$ cat config.mk
export PLATFORM = sky130hd
export DESIGN_NAME = exc_commit_ctrl
export DESIGN_NICKNAME = d
export VERILOG_FILES = /design/src/rtl/csr_pkg.sv /design/src/rtl/exc_prio_enc.sv /design/src/rtl/exc_commit_ctrl.sv
export SDC_FILE = /design/constraint.sdc
export NUM_CORES = 1
export LEC_CHECK = 0
export CORE_ASPECT_RATIO = 0.9
export CORE_MARGIN = 5
export CORE_UTILIZATION = 33
export DETAILED_ROUTE_END_ITERATION = 6
export HOLD_SLACK_MARGIN = 0.12
export PLACE_DENSITY = 0.81
export SYNTH_ARGS = -nofsm -noshare
export SYNTH_HDL_FRONTEND = slang
export SYNTH_SLANG_ARGS = --single-unit
export TNS_END_PERCENT = 100
$ cat constraint.sdc
create_clock -name clk -period 4.2 [get_ports clk]
set_input_delay 1.26 -clock clk [delete_from_list [all_inputs] [get_ports clk]]
set_output_delay 1.26 -clock clk [all_outputs]
set_load 0.005 [all_outputs]
$ cat src/rtl/csr_pkg.sv
// Shared constants for the exception commit path: Ecodes, EsubCode and the
// commit sequencer state encoding.
package csr_pkg;

    localparam logic [5:0] ECODE_INT  = 6'h00;
    localparam logic [5:0] ECODE_ADEF = 6'h08;
    localparam logic [5:0] ECODE_ALE  = 6'h09;
    localparam logic [5:0] ECODE_SYS  = 6'h0B;
    localparam logic [5:0] ECODE_BRK  = 6'h0C;
    localparam logic [5:0] ECODE_INE  = 6'h0D;

    localparam logic [8:0] ESUBCODE_NONE = '0;

    typedef enum logic [1:0] {
        IDLE     = 2'd0,
        FLUSH    = 2'd1,
        REDIRECT = 2'd2
    } state_t;

endpackage

$ cat src/rtl/exc_prio_enc.sv
// Combinational priority encoder for the exception sources of the committing
// instruction: INT > ADEF > INE > SYS > BRK > ALE.
module exc_prio_enc
    import csr_pkg::*;
(
    input  logic       has_int,
    input  logic       exc_adef,
    input  logic       exc_ine,
    input  logic       exc_sys,
    input  logic       exc_brk,
    input  logic       exc_ale,
    output logic       exc_hit,
    output logic [5:0] ecode,
    output logic [8:0] esubcode
);

    always_comb begin
        exc_hit  = has_int | exc_adef | exc_ine | exc_sys | exc_brk | exc_ale;
        esubcode = ESUBCODE_NONE;
        ecode    = ECODE_INT;
        if (has_int) begin
            ecode = ECODE_INT;
        end else if (exc_adef) begin
            ecode = ECODE_ADEF;
        end else if (exc_ine) begin
            ecode = ECODE_INE;
        end else if (exc_sys) begin
            ecode = ECODE_SYS;
        end else if (exc_brk) begin
            ecode = ECODE_BRK;
        end else if (exc_ale) begin
            ecode = ECODE_ALE;
        end
    end

endmodule

$ cat src/rtl/exc_commit_ctrl.sv
// Exception/ERTN commit sequencer: issues the CSR commit pulses, then flushes
// the pipeline and holds a Pre-IF redirect until it is accepted.
module exc_commit_ctrl
    import csr_pkg::*;
#(
    parameter int FLUSH_CYCLES = 1,
    parameter int PC_W         = 32
) (
    input  logic            clk,
    input  logic            reset,
    input  logic            wb_valid,
    output logic            wb_accept,
    input  logic [PC_W-1:0] wb_pc,
    input  logic            wb_exc_adef,
    input  logic            wb_exc_ine,
    input  logic            wb_exc_sys,
    input  logic            wb_exc_brk,
    input  logic            wb_exc_ale,
    input  logic            wb_ertn,
    input  logic            has_int,
    input  logic [PC_W-1:0] ex_entry,
    input  logic [PC_W-1:0] er_entry,
    output logic            wb_ex,
    output logic [5:0]      wb_ecode,
    output logic [8:0]      wb_esubcode,
    output logic [PC_W-1:0] ex_pc,
    output logic            ertn_flush,
    output logic            flush_all,
    output logic            redirect_valid,
    output logic [PC_W-1:0] redirect_pc,
    input  logic            redirect_ready
);

    if (FLUSH_CYCLES < 1 || FLUSH_CYCLES > 15) begin : g_bad_flush_cycles
        $error("exc_commit_ctrl: FLUSH_CYCLES must be in 1..15");
    end

    localparam logic [3:0] CNT_INIT = 4'(FLUSH_CYCLES - 1);

    state_t          state, state_nx;
    logic [3:0]      cnt, cnt_nx;
    logic [PC_W-1:0] target, target_nx;

    logic            commit, take_exc, take_ertn;
    logic            exc_hit;
    logic [5:0]      prio_ecode;
    logic [8:0]      prio_esub;

    exc_prio_enc u_prio (
        .has_int  (has_int),
        .exc_adef (wb_exc_adef),
        .exc_ine  (wb_exc_ine),
        .exc_sys  (wb_exc_sys),
        .exc_brk  (wb_exc_brk),
        .exc_ale  (wb_exc_ale),
        .exc_hit  (exc_hit),
        .ecode    (prio_ecode),
        .esubcode (prio_esub)
    );

    // Commit pulses are combinational so the CSR unit updates on the commit edge.
    assign wb_accept   = (state == IDLE);
    assign commit      = wb_valid & wb_accept & ~reset;
    assign take_exc    = commit & exc_hit;
    assign take_ertn   = commit & wb_ertn & ~exc_hit;

    assign wb_ex       = take_exc;
    assign wb_ecode    = take_exc ? prio_ecode : '0;
    assign wb_esubcode = take_exc ? prio_esub  : '0;
    assign ex_pc       = take_exc ? wb_pc      : '0;
    assign ertn_flush  = take_ertn;
    assign redirect_pc = target;

    always_comb begin
        state_nx       = state;
        cnt_nx         = cnt;
        target_nx      = target;
        flush_all      = 1'b0;
        redirect_valid = 1'b0;
        case (state)
            IDLE: begin
                if (take_exc || take_ertn) begin
                    state_nx  = FLUSH;
                    cnt_nx    = CNT_INIT;
                    // Pre-edge entry values: the CSR unit rewrites ERA on this edge.
                    target_nx = take_exc ? ex_entry : er_entry;
                end
            end
            FLUSH: begin
                flush_all = ~reset;
                if (cnt == 4'd0) begin
                    state_nx = REDIRECT;
                end else begin
                    cnt_nx = cnt - 4'd1;
                end
            end
            REDIRECT: begin
                redirect_valid = ~reset;
                if (redirect_ready) begin
                    state_nx = IDLE;
                end
            end
            default: state_nx = IDLE;
        endcase
    end

    always_ff @(posedge clk) begin
        if (reset) begin
            state  <= IDLE;
            cnt    <= '0;
            target <= '0;
        end else begin
            state  <= state_nx;
            cnt    <= cnt_nx;
            target <= target_nx;
        end
    end

endmodule

# Word-level counts from Yosys, hierarchy flattened
# Index checks and enable logic that the tools add are counted.
# word_totals
in_bits,107
elab_cells,47
ff_bits,38
# classes
n_mux,18
addsub,1
n_bitwise,12
n_eq_ne,6
n_reduce_logical,7
# ops
operator,count
$mux W32,2
$mux W6,6
$mux W4,3
$pmux W4 S2,1
$mux W2,3
$ne A2 B2 Y1 const B,3
$pmux W2 S3,1
$reduce_and A3 Y1,2
$and A1 B1 Y1,5
$or A1 B1 Y1,5
$logic_not A4 Y1,1
$sub A4 B1 Y4 const B,1
$eq A2 B1 Y1 const B,1
$eq A2 B2 Y1 const B,1
$logic_not A2 Y1,1
$mux W1,2
$ne A2 B1 Y1 const B,1
$not A1 Y1,2
$reduce_and A2 Y1,1
$reduce_bool A2 Y1,1
$logic_or A1 B1 Y1,1

# Depth between registers and ports, before layout
# logic_depth
word_depth,10
depth_mapped,6

# Modules after synthesis
# From an unflattened synthesis, not the netlist that was laid out.
# unflattened
hier_cells,307
hier_area_um2,2504.9
# modules_own_cells
module,n_inst,area_per_inst_um2,cells_per_inst
exc_commit_ctrl,1,2352.3,285
exc_prio_enc,1,152.6,22

# Worst setup path before layout
# OpenSTA, ideal clock, no wires.
# synth_timing
kind,input-to-output
startpoint,in wb_exc_ine
endpoint,out ertn_flush
path_buffers,2
path_stages,5
arrival_ns,2.483
setup_slack_ns,0.457
cell_sequence,or4_4 -> buf_6 -> nor3_4 -> buf_6 -> and3_1
# synth_between
elab_chain_len,6
# synth_rtl
item,line,text
"start, declared",exc_commit_ctrl.sv:15,"input logic wb_exc_ine,"
$or A1 B1 Y1 (4 in series),exc_prio_enc.sv:18,exc_hit = has_int | exc_adef | exc_ine | exc_sys | exc_brk | exc_ale;
$not A1 Y1,exc_commit_ctrl.sv:65,assign take_ertn = commit & wb_ertn & ~exc_hit;
$and A1 B1 Y1,exc_commit_ctrl.sv:65,
"end, declared",exc_commit_ctrl.sv:27,"output logic ertn_flush,"
# No other way between the ends.

# Final worst setup path
# layout_timing
startpoint,in has_int
endpoint,out ex_pc[11]
# layout_between
elab_chain_len,7
# layout_rtl
item,line,text
"start, declared",exc_commit_ctrl.sv:20,"input logic has_int,"
$or A1 B1 Y1 (5 in series),exc_prio_enc.sv:18,
$and A1 B1 Y1,exc_commit_ctrl.sv:64,assign take_exc = commit & exc_hit;
$mux W32,exc_commit_ctrl.sv:70,assign ex_pc = take_exc ? wb_pc : '0;
"end, declared",exc_commit_ctrl.sv:26,"output logic [PC_W-1:0] ex_pc,"
# No other way between the ends.

==> results by group <==
Worst setup path
  • R2R Path Start: state[0]$_SDFFE_PP0P_
  • Most used cell along the critical path: buf_12
  • Critical Path Source Type: input port
  • Critical path depth in cells: 7
  • Largest delay share family, worst path: buffers and inverters
  • Critical path cell sequence: clkdlybuf4s50_1, nor2_1, nand2_4, buf_12, buf_12, and3_1, dlygate4sd2_1
  • Setup crit end kind: primary output
  • Max incr delay on CP: 0.45 ns
  • CP max stage cell: clkdlybuf4s50_1
  • Flop-to-flop setup slack: 2.00 ns
  • Buffers & Inverters on Critical Path: 4
  • Kind of critical path: in2out
  • WP data arrival: 2.85 ns
  • Reg2Reg Depth: 7
  • Critical Path Fanout Max: 14
  • RR Endpoint: redirect_pc[1]$_SDFFE_PP0P_
  • CP required: 2.94 ns

Pwr
  • Leakage: 1.94 nW
  • Power Dens Cells: 214 nW/um2
  • Peak supply drop: 130 uV

STA
  • Tmin final: 4.11 ns
  • Final Hold Fails: 0
  • Max Clk Rate: 0.243 GHz
  • Final Setup Violations: 0
  • Setup_tns: 0 ns
  • Final period util: 97.9%
  • Pins Over Slew Limit: 0
  • Hold_ws: 0.489 ns
  • Least-Margin Pin Slew: 0.597 ns
  • Clk_skew: 0.00305 ns
  • RSZ-0062 raised after global routing: false
  • Max_slew headroom: 60.2%
  • Final worst slack: 0.0902 ns

Clock network
  • Clk_lat worst skew: 0.28 ns
  • Htree depth: 2
  • CTS tree: built
  • Root Buffer: clkbuf_8
  • Bufs on Longest Clock Path: 2
  • Total CTS buffers: 5
  • Clock sink count: 38
  • Post-CTS Hold Fix Bufs: 0
  • Clock-pin slew on the worst setup and hold paths: 0.08 ns

Detailed routing
  • Routed WL per cell: 16.5 um
  • Vias per Instance: 4.93
  • Starting DRT DRC Count: 86
  • DRT antenna net count: 0
  • Final Routed Wirelength: 9610 um
  • # DRC: 0
  • Drt first pass iters: 4
  • Vias: 2872

Final layout
  • Fin cells: 582
  • Share of layout cells above drive strength 1: 18.8%
  • Register area: 761 um2
  • Core Util, Final: 64.1%
  • Post-layout nets: 596
  • Area delta synth->final: 88.9%
  • Antenna cells: 0
  • Fill cells: 592
  • Multi-input gate area: 1370 um2

Synthesis
  • Post-synth EDFFs: 0
  • YS warnings: 0
  • Synth cell count leaders: nor2_1 (41), dfxtp_1 (38), a21oi_1 (36)
  • Top post-synthesis cells by area: dfxtp_1 (32%), a211oi_2 (15%), and3_1 (8.6%), a21oi_1 (7.5%), nor2_1 (6.4%)
  • Number of synthesized register bits: 38
  • Cell area after synthesis: 2390 um2
  • Most frequent cell after synthesis: nor2_1
  • Yosys cell types: 34
  • Post-synthesis async set-or-reset flop share: 0%
  • Sequential element share of the synthesized area: 31.8%
  • Mean post-synth cell area: 8.41 um2
  • Mapped Cells: 284
  • Top-area cell type share of the netlist area: 31.8%
  • Synth Flop Type: dfxtp_1
  • Area leader, netlist: dfxtp_1

Placement
  • HPWL after detailed placement: 6790 um
  • IO Port Bufs: 179
  • Post-Place Cells: 551
  • Routability cong.: 0.785
  • DP Worst Slack: -0.192 ns

Global routing
  • Grt ovf: 0
  • Number of global-route vias before repair: 3047
  • First-pass GRT wire length: 15100 um
  • Largest net degree at the start of global routing: 41
  • Total Routing Usage GR: 20.4%
  • Antenna violations before repair: 0

Job
  • Max_cap viols: 0

Floorplan
  • Core area: 7040 um2
  • Die area: 9040 um2
  • Die H: 90.7 um
  • IO Count: 191
  • Initial Utilization: 33.9%
  • Core Rows: 29
  • Die width: 99.7 um

Worst hold path
  • Type of the worst min-delay path: reg2reg
  • Hold Startpoint: cnt[0]$_SDFFE_PP0P_
  • Hold-critical path depth: 2
  • Worst hold endpoint: cnt[0]$_SDFFE_PP0P_

Outcome
  • Status: finished clean
## kinds of logic (layout without fill, tap and decap cells)
group / after synthesis / count (layout) / synth area share [%]
other cells: 1 / 11 / 0.157
simple gates: 130 / 130 / 28.2
buf+inv: 39 / 234 / 13.4
fa+ha+maj: 1 / 1 / 0.524
flops: 38 / 38 / 31.8
compound gates: 75 / 75 / 25.9
## flip-flops by register name (all words and copies together) (netlist names)
| signal | flops |
|---|---|
| state | 2 |
| cnt | 4 |
| redirect_pc | 32 |
## layout make-up
class | count | share of cell area [%]
repair buffers | 222 | 47.8
multi-input cells | 217 | 30.4
flip-flops and latches | 38 | 16.9
well taps | 93 | 2.58
clock buffers | 6 | 1.83
inverters | 4 | 0.333
clock inverters | 2 | 0.277
## per-layer routing
metal  vias to the layer above  wire, um  GRT usage, %
met1                      1359      3780          22.9
li1                       1383         -             -
met4                         0       128          4.66
met2                       118      4950          37.2
met5                         -         0             0
met3                        12       747          6.02
## power by group
| group | switching (mW) | internal [mW] |
|---|---|---|
| sequential | 0.0140 | 0.384 |
| combinational | 0.111 | 0.190 |
| clock | 0.133 | 0.132 |
| total | 0.258 | 0.706 |
## worst register-to-register path: cells and delay by family, from the launching register on
kind	cells	cell delay, ns
AOI/OAI and AO/OA	2	0.64
buffers and inverters	3	0.65
and+or+nand+nor	2	0.43
DFF	1	0.40
## per-stage QoR
step	total power, mW	cell area [um2]
2_1_floorplan	0.521	2430
3_3_place_gp	0.703	4190
3_5_place_dp	0.710	4190
4_1_cts	0.974	4470
5_1_grt	1.01	4510
6_report	0.964	4510
## worst max-delay path by stage
stage | start | end
floorplan | wb_exc_ine | ertn_flush
global placement | wb_exc_ine | ex_pc[20]
detailed placement | wb_exc_ine | ex_pc[5]
CTS | wb_exc_ine | ex_pc[4]
global route | has_int | ex_pc[12]
finish | has_int | ex_pc[11]
## repair_timing
item	in CTS	in global routing
setup buffers	22	1
gates resized for setup	51	5
setup endpoints to repair	38	50
gates cloned	1	2
pin swaps	2	4
## layout by cell type, fill, tap and decap left out, types with 2 or more instances in the layout
cell type	n
a211oi_1	5
a211oi_2	29
a21oi_1	36
and3_1	33
buf_12	3
buf_2	2
buf_4	36
clkbuf_16	2
clkbuf_8	6
clkdlybuf4s15_1	2
clkdlybuf4s50_1	136
conb_1	11
dfxtp_1	38
dlygate4sd2_1	38
inv_1	4
nand2_1	32
nand2_2	2
nand2b_1	2
nand4b_1	2
nor2_1	41
nor3_1	3
nor3b_1	3
or3_1	2
Note: power is estimated with default switching activity, not from simulation.
